$ cat src/rtl/cnn_ctrl_pkg.sv
// Shared types and defaults for the CNN layer controller: FSM state encoding,
// watchdog error codes and default pass/timeout parameters.
package cnn_ctrl_pkg;

  typedef enum logic [2:0] {
    ST_IDLE   = 3'd0,
    ST_CONV   = 3'd1,
    ST_RELU   = 3'd2,
    ST_POOL   = 3'd3,
    ST_NEXT   = 3'd4,
    ST_FINISH = 3'd5,
    ST_ERROR  = 3'd6
  } state_e;

  localparam logic [1:0] ERR_NONE = 2'd0;
  localparam logic [1:0] ERR_CONV = 2'd1;
  localparam logic [1:0] ERR_RELU = 2'd2;
  localparam logic [1:0] ERR_POOL = 2'd3;

  localparam int DEFAULT_NUM_PASSES     = 4;
  localparam int DEFAULT_TIMEOUT_CYCLES = 1024;

endpackage

$ cat src/rtl/cnn_stage_sequencer_watchdog.sv
// Per-stage cycle counter: cleared on every state change, flags expiry when a
// stage has run TIMEOUT_CYCLES-1 cycles, and reports whether the stage is past its first cycle.
module stage_watchdog
  import cnn_ctrl_pkg::*;
#(
  parameter int TIMEOUT_CYCLES = DEFAULT_TIMEOUT_CYCLES
) (
  input  logic clk,
  input  logic rst,
  input  logic clear,
  input  logic count_en,
  output logic armed,
  output logic expired
);

  localparam int CNT_W = (TIMEOUT_CYCLES > 2) ? $clog2(TIMEOUT_CYCLES) : 1;
  localparam logic [CNT_W-1:0] LAST = CNT_W'(TIMEOUT_CYCLES - 1);

  logic [CNT_W-1:0] count_q, count_d;

  always_comb begin
    count_d = count_q;
    if (clear) begin
      count_d = '0;
    end else if (count_en && (count_q != LAST)) begin
      count_d = count_q + 1'b1;
    end
  end

  always_ff @(posedge clk or negedge rst) begin
    if (!rst) begin
      count_q <= '0;
    end else begin
      count_q <= count_d;
    end
  end

  // armed gates done inputs so a flag left over from the previous stage is ignored
  assign armed   = (count_q != '0);
  assign expired = count_en && (count_q == LAST);

endmodule

$ cat src/rtl/cnn_stage_sequencer.sv
// Layer controller: sequences conv -> relu -> pool for NUM_PASSES filter-group passes,
// keeping upstream enables high until downstream stages have captured their data.
module cnn_stage_sequencer
  import cnn_ctrl_pkg::*;
#(
  parameter int NUM_PASSES     = DEFAULT_NUM_PASSES,
  parameter int TIMEOUT_CYCLES = DEFAULT_TIMEOUT_CYCLES,
  parameter int PASS_W         = (NUM_PASSES > 1) ? $clog2(NUM_PASSES) : 1
) (
  input  logic              clk,
  input  logic              rst,
  input  logic              start,
  input  logic              abort,
  input  logic              conv_done,
  input  logic              relu_done,
  input  logic              pool_done,
  output logic              conv_enable,
  output logic              relu_enable,
  output logic              pool_enable,
  output logic [PASS_W-1:0] pass_idx,
  output logic              busy,
  output logic              done,
  output logic              error,
  output logic [1:0]        err_code,
  output logic [31:0]       total_cycles
);

  localparam logic [PASS_W-1:0] LAST_PASS = PASS_W'(NUM_PASSES - 1);

  state_e            state_q, state_d;
  logic [PASS_W-1:0] pass_q, pass_d;
  logic [1:0]        err_code_q, err_code_d;
  logic [31:0]       total_q, total_d;
  logic              conv_en_q, conv_en_d;
  logic              relu_en_q, relu_en_d;
  logic              pool_en_q, pool_en_d;
  logic              busy_q, busy_d;
  logic              done_q, done_d;
  logic              error_q, error_d;

  logic in_stage;
  logic wd_clear;
  logic wd_armed;
  logic wd_expired;

  assign in_stage = (state_q == ST_CONV) || (state_q == ST_RELU) || (state_q == ST_POOL);
  assign wd_clear = (state_d != state_q);

  stage_watchdog #(
    .TIMEOUT_CYCLES(TIMEOUT_CYCLES)
  ) u_watchdog (
    .clk     (clk),
    .rst     (rst),
    .clear   (wd_clear),
    .count_en(in_stage),
    .armed   (wd_armed),
    .expired (wd_expired)
  );

  // An accepted done outranks a watchdog expiry landing in the same cycle
  always_comb begin
    state_d    = state_q;
    pass_d     = pass_q;
    err_code_d = err_code_q;
    total_d    = total_q;

    if (busy_q && (total_q != '1)) begin
      total_d = total_q + 32'd1;
    end

    if (abort) begin
      state_d    = ST_IDLE;
      err_code_d = ERR_NONE;
    end else begin
      case (state_q)
        ST_IDLE: begin
          if (start) begin
            state_d = ST_CONV;
            pass_d  = '0;
            total_d = '0;
          end
        end
        ST_CONV: begin
          if (conv_done && wd_armed) begin
            state_d = ST_RELU;
          end else if (wd_expired) begin
            state_d    = ST_ERROR;
            err_code_d = ERR_CONV;
          end
        end
        ST_RELU: begin
          if (relu_done && wd_armed) begin
            state_d = ST_POOL;
          end else if (wd_expired) begin
            state_d    = ST_ERROR;
            err_code_d = ERR_RELU;
          end
        end
        ST_POOL: begin
          if (pool_done && wd_armed) begin
            state_d = ST_NEXT;
          end else if (wd_expired) begin
            state_d    = ST_ERROR;
            err_code_d = ERR_POOL;
          end
        end
        ST_NEXT: begin
          if (pass_q == LAST_PASS) begin
            state_d = ST_FINISH;
          end else begin
            pass_d  = pass_q + 1'b1;
            state_d = ST_CONV;
          end
        end
        ST_FINISH: state_d = ST_IDLE;
        ST_ERROR:  state_d = ST_ERROR;
        default:   state_d = ST_IDLE;
      endcase
    end

    conv_en_d = (state_d == ST_CONV) || (state_d == ST_RELU) || (state_d == ST_POOL);
    relu_en_d = (state_d == ST_RELU) || (state_d == ST_POOL);
    pool_en_d = (state_d == ST_POOL);
    busy_d    = conv_en_d || (state_d == ST_NEXT) || (state_d == ST_FINISH);
    done_d    = (state_d == ST_FINISH);
    error_d   = (state_d == ST_ERROR);
  end

  always_ff @(posedge clk or negedge rst) begin
    if (!rst) begin
      state_q    <= ST_IDLE;
      pass_q     <= '0;
      err_code_q <= ERR_NONE;
      total_q    <= '0;
      conv_en_q  <= 1'b0;
      relu_en_q  <= 1'b0;
      pool_en_q  <= 1'b0;
      busy_q     <= 1'b0;
      done_q     <= 1'b0;
      error_q    <= 1'b0;
    end else begin
      state_q    <= state_d;
      pass_q     <= pass_d;
      err_code_q <= err_code_d;
      total_q    <= total_d;
      conv_en_q  <= conv_en_d;
      relu_en_q  <= relu_en_d;
      pool_en_q  <= pool_en_d;
      busy_q     <= busy_d;
      done_q     <= done_d;
      error_q    <= error_d;
    end
  end

  assign conv_enable  = conv_en_q;
  assign relu_enable  = relu_en_q;
  assign pool_enable  = pool_en_q;
  assign pass_idx     = pass_q;
  assign busy         = busy_q;
  assign done         = done_q;
  assign error        = error_q;
  assign err_code     = err_code_q;
  assign total_cycles = total_q;

endmodule

$ cat config.mk
export PLATFORM = sky130hd
export DESIGN_NAME = cnn_stage_sequencer
export DESIGN_NICKNAME = d
export VERILOG_FILES = /design/src/rtl/cnn_ctrl_pkg.sv /design/src/rtl/cnn_stage_sequencer_watchdog.sv /design/src/rtl/cnn_stage_sequencer.sv
export SDC_FILE = /design/constraint.sdc
export NUM_CORES = 1
export LEC_CHECK = 0
export ABC_AREA = 1
export BUFFER_PORTS_ARGS = -buffer_cell sky130_fd_sc_hd__clkbuf_2
export CORE_ASPECT_RATIO = 1.75
export CORE_MARGIN = 4
export CORE_UTILIZATION = 46
export CTS_CLUSTER_SIZE = 14
export DETAILED_ROUTE_END_ITERATION = 10
export GPL_TIMING_DRIVEN = 1
export MAX_ROUTING_LAYER = met4
export PLACE_DENSITY = 0.66
export SYNTH_ARGS = -nofsm -noshare
export SYNTH_HDL_FRONTEND = slang
export SYNTH_SLANG_ARGS = --single-unit
$ cat constraint.sdc
create_clock -name clk -period 2.2 [get_ports clk]
set_input_delay 0.22 -clock clk [delete_from_list [all_inputs] [get_ports clk]]
set_output_delay 0.22 -clock clk [all_outputs]
set_load 0.005 [all_outputs]
* After elaboration in Yosys (flattened, before gate mapping)
Index checks and enable logic that the tools add are counted.
** Storage, ports and cells
- Register bits :: 55
- Bits of input ports :: 7
- Word-level logic and storage cells :: 84
** Cells by class
- Add/sub/neg operators :: 3
- Equality and inequality tests :: 24
- Mux-type cells :: 25
- Bitwise logic cells :: 1
- Reduce and logical (&&, ||, !) cells :: 20
** Operators by type and width (number)
- $mux 32 :: 4
- $add 32x1->32 const B :: 1
- $ne 32x32->1 const B :: 1
- $mux 3 :: 7
- $mux 10 :: 2
- $mux 2 :: 9
- $pmux 3 s6 :: 1
- $eq 3x3->1 const B :: 5
- $eq 3x2->1 const B :: 4
- $add 10x1->10 const B :: 1
- $eq 10x10->1 const B :: 1
- $ne 10x10->1 const B :: 1
- $reduce_bool 10->1 :: 1
- $ne 3x2->1 const B :: 3
- $ne 3x3->1 const B :: 3
- $logic_or 1x1->1 :: 7
- $reduce_and 7->1 :: 1
- $eq 3x1->1 const B :: 2
- $logic_and 1x1->1 :: 6
- $pmux 2 s3 :: 1
- $ne 2x2->1 const B :: 2
- $pmux 2 s2 :: 1
- $reduce_and 4->1 :: 1
- $reduce_bool 2->1 :: 2
- 6 further kinds :: 6

* Logic depth before layout (Yosys ltp)
- Depth after elaboration :: 13
- Depth in mapped cells :: 16

* Cells and area by module
Synthesis repeated with hierarchy kept, for this count alone.
** Second synthesis, totals
- Cells, all modules :: 533
- Area total of the unflattened synthesis :: 3643.5 µm²
** By module, submodules not included
- cnn_stage_sequencer :: instances 1, cells an instance 435, area each 2937.8 µm²
- stage_watchdog :: instances 1, cells an instance 98, area each 705.7 µm²

* Worst setup path after synthesis
OpenSTA, ideal clock, no wires.
- Path type :: reg-to-reg
- Start :: register u_watchdog.count_q[0]
- End :: register u_watchdog.count_q[0]
- Library setup time :: 0.120 ns
- Arrival :: 1.685 ns
- Data required time :: 2.080 ns
- Setup slack :: 0.394 ns
- Cell stages (with the launch flop) :: 16
- Buffers on the path :: 0
- Clock period less this slack :: 1.806 ns
- Path through :: dfrtp_1 -> inv_1 -> ha_1 -> nand2_1 -> nor2_1 -> nand3_2 -> nand3_1 -> nand2_1 -> nor2_1 -> nand2_2 -> nand2_2 -> nand2_1 -> nand2_1 -> clkinv_1 -> nand3_4 -> nor2_2
** On the way
- Cells in the longest elaborated chain, start to end :: 8
- Elaborated cells on any way between the ends :: 19
** RTL lines
- from (decl) :: line cnn_stage_sequencer_watchdog.sv:19 : logic [CNT_W-1:0] count_q, count_d;
- from (signal assigned) :: line cnn_stage_sequencer_watchdog.sv:34 : count_q <= count_d;
- $eq 10x10->1 :: line cnn_stage_sequencer_watchdog.sv:40 : assign expired = count_en && (count_q == LAST);
- $logic_and 1x1->1 :: line cnn_stage_sequencer_watchdog.sv:40
- $mux 3 :: line cnn_stage_sequencer.sv:86, cnn_stage_sequencer.sv:94, cnn_stage_sequencer.sv:102
- $mux 3, on equally long branches :: line cnn_stage_sequencer.sv:100, cnn_stage_sequencer.sv:84, cnn_stage_sequencer.sv:92
- $pmux 3 s6 :: line cnn_stage_sequencer.sv:75 : case (state_q)
- $mux 3 :: line cnn_stage_sequencer.sv:71 : if (abort) begin
- $ne 3x3->1 :: line cnn_stage_sequencer.sv:47 : assign wd_clear = (state_d != state_q);
- $mux 10 / $reduce_bool 2->1 (equally long branches)
Parallel ways exist; a longest one is shown, timed or not. The select of a mux whose other input is x is not followed.
A chain may end at the register's enable or synchronous reset.

* Worst setup path after layout
Same ends and word-level chain as after synthesis.

==> results.md <==
- The worst hold path terminates at total_cycles[8]$_DFF_PN0_.
- Dividing the detail-routed via count by the number of cells gives 5.19.
- The post-synthesis instance area is 3510 um^2.
- The count of antenna-violating nets left after detailed routing is 0.
- Of the available clock period, the critical path in the final layout requires 0.900.
- The via count of the first global-routing pass is 3261.
- Summing all placed instances gives a cell area of 3940 um^2.
- The root buffer cell chosen for the clock tree is clkbuf_16.
- The first global-routing pass estimated between 10 and 15 mm of wire.
- The number of clock sinks is 55.
- The initial antenna violation count came to 0.
- Entering global routing, the biggest net connects between 50 and 60 pins.
- The slowest stage cell on the critical path is dfrtp_1.
- The startpoint of the worst register-to-register path is u_watchdog.count_q[0]$_DFFE_PN0P_.
- The setup total negative slack is 0 ps.
- The number of nets in the synthesized netlist is 494.
- The class of the most critical setup path is reg2reg.
- The depth of the CTS H-tree is 2.
- For the pin with the worst max-slew slack, the measured transition is 552 ps.
- Each instance of the synthesized netlist takes up on average 7.27 um^2.
- The residual overflow from global routing is 0.
- The final clock skew is 7.17 ps.
- The floorplan die area is 9150 um^2.
- The run finished with clean final reports.
- After synthesis the netlist holds a flip-flop and latch count of 55.
- The top cell types in the final layout, fill and taps aside, are 110 x nand2_1, 69 x nor2_1, 55 x dfrtp_1, 51 x inv_1, 48 x clkbuf_2.
- The tightest slew margin relative to the limit is 0.629.
- The layout cell share with drive strength beyond 1 is 0.243.
- The placed wire-length estimate is 7.16 mm.
- The number of buffers added by the clock tree synthesis step is 5.
- Setup repair after global routing left no endpoint under its margin.
- The area growth from synthesis to layout is 17.4%.
- The later pin in the worst-skew pair is clocked with a latency of 300 ps.
- The core region is 7340 um^2.
- The length in cells of the worst reg-to-reg path is 16.
- The final critical path time including I/O delays and setup is 1980 ps.
- For this design the ratio of total power to cell area is 672 nW/um^2.
- For this run, design rule violations remaining after detail routing come to 0.
- Across the VDD grid, the largest voltage drop is approximately 0.50 mV.
- Of all nets on the critical path, the largest fanout is 5.
- The post-route cell area is about 4100 um^2.
- For this configuration, the core starts out at a cell density of 0.479.
- The number of instances in the synthesized netlist is ~480.
- In this design, the critical path's most frequently occurring cell is nand2_1.
- The total setup violations reported at the end of the flow is 0.
- The fraction of the core area covered by cells at the end of the flow is 0.562.
- The clock slew seen by the registers of the worst setup and hold paths is 70 ps.
- STA classifies the critical path endpoint as a register.
- The first-pass iteration count of the detailed router is 5.
- The die extent in y is approximately 120 um.
- The routed wire length is 9.14 mm.
- Across all layers, the routed design uses 3290 vias.
- The number of ports placed on the die boundary is 49.
- Along the worst hold path, the cell count comes to 3.
- The startpoint identified for the worst hold timing path is start.
- For the worst setup path, the data required time is between 2000 and 2500 ps.
- The number of buffer cells added on primary ports is 48.
- The Yosys step of the flow raised 0 warnings.
- The startpoint type of the worst setup path is a register.
- The worst-case hold slack is 258 ps.
- The post-layout total power is around 2.8 mW.
- The clock tree from TritonCTS is yes.
- Leaving out fill and tap cells, the most frequent cell in the layout is nand2_1.
- The leakage power is 1.99 nW.
- The cell row count is 41.
- The worst register-to-register path ends at u_watchdog.count_q[0]$_DFFE_PN0P_.
- The net count of the finished layout is 558.
- The data arrival time of the critical path is 2210 ps.
- Walking the worst path, the cells encountered are inv_1, ha_1, nand2_1, nor2_1, nand3_2, nand2_1, nand2_1, nand2_1, nand2_1, nand2_2, nand2_2, nand2_1, nand2_1, inv_2, nand3_4, nor2_2.
- From left edge to right edge, the die measures 74.1 um.
- The repair_antennas step left the layout with diodes totalling 0.
- The final weighted congestion in routability-driven placement is 0.955.
- The number of pins exceeding their max-slew limit in the final report is 0.
- The average routed wire per standard cell is ~14 um.
- The netlist uses 38 different library cells.
- The min-delay analysis places its worst path in the category in2reg.
- The tool flagged a number of max-cap violations equal to 0.
- The violation count after the first detailed-route iteration is 211.
- No sink is reached through more buffers than the 2 on the longest clock path.
- In this run the register-to-register setup slack is 220 ps.
- The sequential cell area fraction in the yosys report is 0.392.
- Across every metal layer, demand over resource in global routing totals 0.219.
- The largest single stage delay on the critical path is 420 ps.
- The maximum achievable frequency is 0.505 GHz.
- The number of hold-slack violations in the final timing report is 0.
[critical path, delay by kind of cell (launching register included)]
family	cells	cell delay, ps
and+or+nand+nor	13	1180
DFF	1	420
buffers and inverters	2	180
adders and majority gates	1	130
[Yosys cell counts]
library cell,n,share of area
nand2_1,111,0.12
nor2_1,70,0.075
dfrtp_1,55,0.39
inv_1,51,0.055
inv_2,24,0.026
nand3_1,24,0.034
xor2_1,20,0.050
nor3_1,18,0.026
a21oi_1,13,0.019
nor2_2,13,0.023
nand4_1,12,0.021
o21ai_0,10,0.014
o21ai_1,8,0.011
nand2_2,6,0.011
o31ai_1,5,0.011
ha_1,4,0.014
nor3_2,4,0.011
a211oi_2,3,0.011
a21oi_2,3,0.0075
buf_6,3,0.0096
nor4_1,3,0.0053
xnor2_1,3,0.0075
buf_2,2,0.0029
clkinv_1,2,0.0021
o21a_1,2,0.0043
o311ai_1,2,0.0050
a211oi_1,1,0.0021
a31o_1,1,0.0025
a31oi_1,1,0.0018
and2_1,1,0.0018
buf_4,1,0.0021
clkbuf_1,1,0.0011
nand2_4,1,0.0032
nand3_2,1,0.0029
nand3_4,1,0.0050
nand4_4,1,0.0061
nor2_4,1,0.0032
o2111ai_1,1,0.0025
[cell families (layout without fill, tap and decap cells)]
group	after synthesis	count (layout)	synth area share
xor gates and xnor gates	23	23	0.0574
AOI/OAI and AO/OA	50	50	0.0912
buffers and inverters	84	148	0.0980
DFF	55	55	0.392
and+or+nand+nor	267	268	0.347
adders and majority gates	4	4	0.0143
[report_power, final]
part	switching (mW)	internal, mW	total (mW)
Sequential	0.125	1.11	1.24
Combinational	0.424	0.294	0.718
Clock	0.388	0.427	0.815
[worst max path at each step]
stage,startpoint,to
6_report,u_watchdog.count_q[0]$_DFFE_PN0P_,u_watchdog.count_q[0]$_DFFE_PN0P_
2_1_floorplan,u_watchdog.count_q[0]$_DFFE_PN0P_,u_watchdog.count_q[0]$_DFFE_PN0P_
3_3_place_gp,u_watchdog.count_q[0]$_DFFE_PN0P_,u_watchdog.count_q[2]$_DFFE_PN0P_
3_5_place_dp,total_cycles[0]$_DFF_PN0_,total_cycles[24]$_DFF_PN0_
5_1_grt,u_watchdog.count_q[0]$_DFFE_PN0P_,u_watchdog.count_q[0]$_DFFE_PN0P_
4_1_cts,total_cycles[0]$_DFF_PN0_,total_cycles[24]$_DFF_PN0_
[final cells by class]
class                      instances  area [um^2]
inverter                          77          292
sequential                        55         1380
timing repair buffer              63          380
clock buffer                       5          125
fill                             729         3210
tap                               86          108
multi-input combinational        345         1820
clock inverter                     3         23.8
[per-layer routing]
layer	up-vias	wire length, um	track usage
li1	1662	-	-
met1	1511	3240	0.211
met2	83	5170	0.408
met3	34	291	0.0267
met4	0	434	0.122
met5	-	0	-
[stage by stage]
stage / std cells / worst slack (ps)
after global routing: 634 / 1.53
after detailed placement: 624 / 152
after CTS: 633 / 132
after global placement: 624 / 214
after floorplan: 483 / 394
final: 634 / 221
[repair_timing]
action	in CTS	in global routing
endpoints found under the hold margin	55	0
hold buffers	1	0
gates resized for setup	0	6
setup buffers	0	0
endpoints found under the setup margin	0	15
[registers in the layout, indices dropped and copies added, names as in the netlist]
register,count
done,1
u_watchdog.count_q,10
err_code,2
pool_enable,1
state_q,3
error,1
relu_enable,1
busy,1
total_cycles,32
pass_idx,2
conv_enable,1
Power figures use the tool's default switching activity.
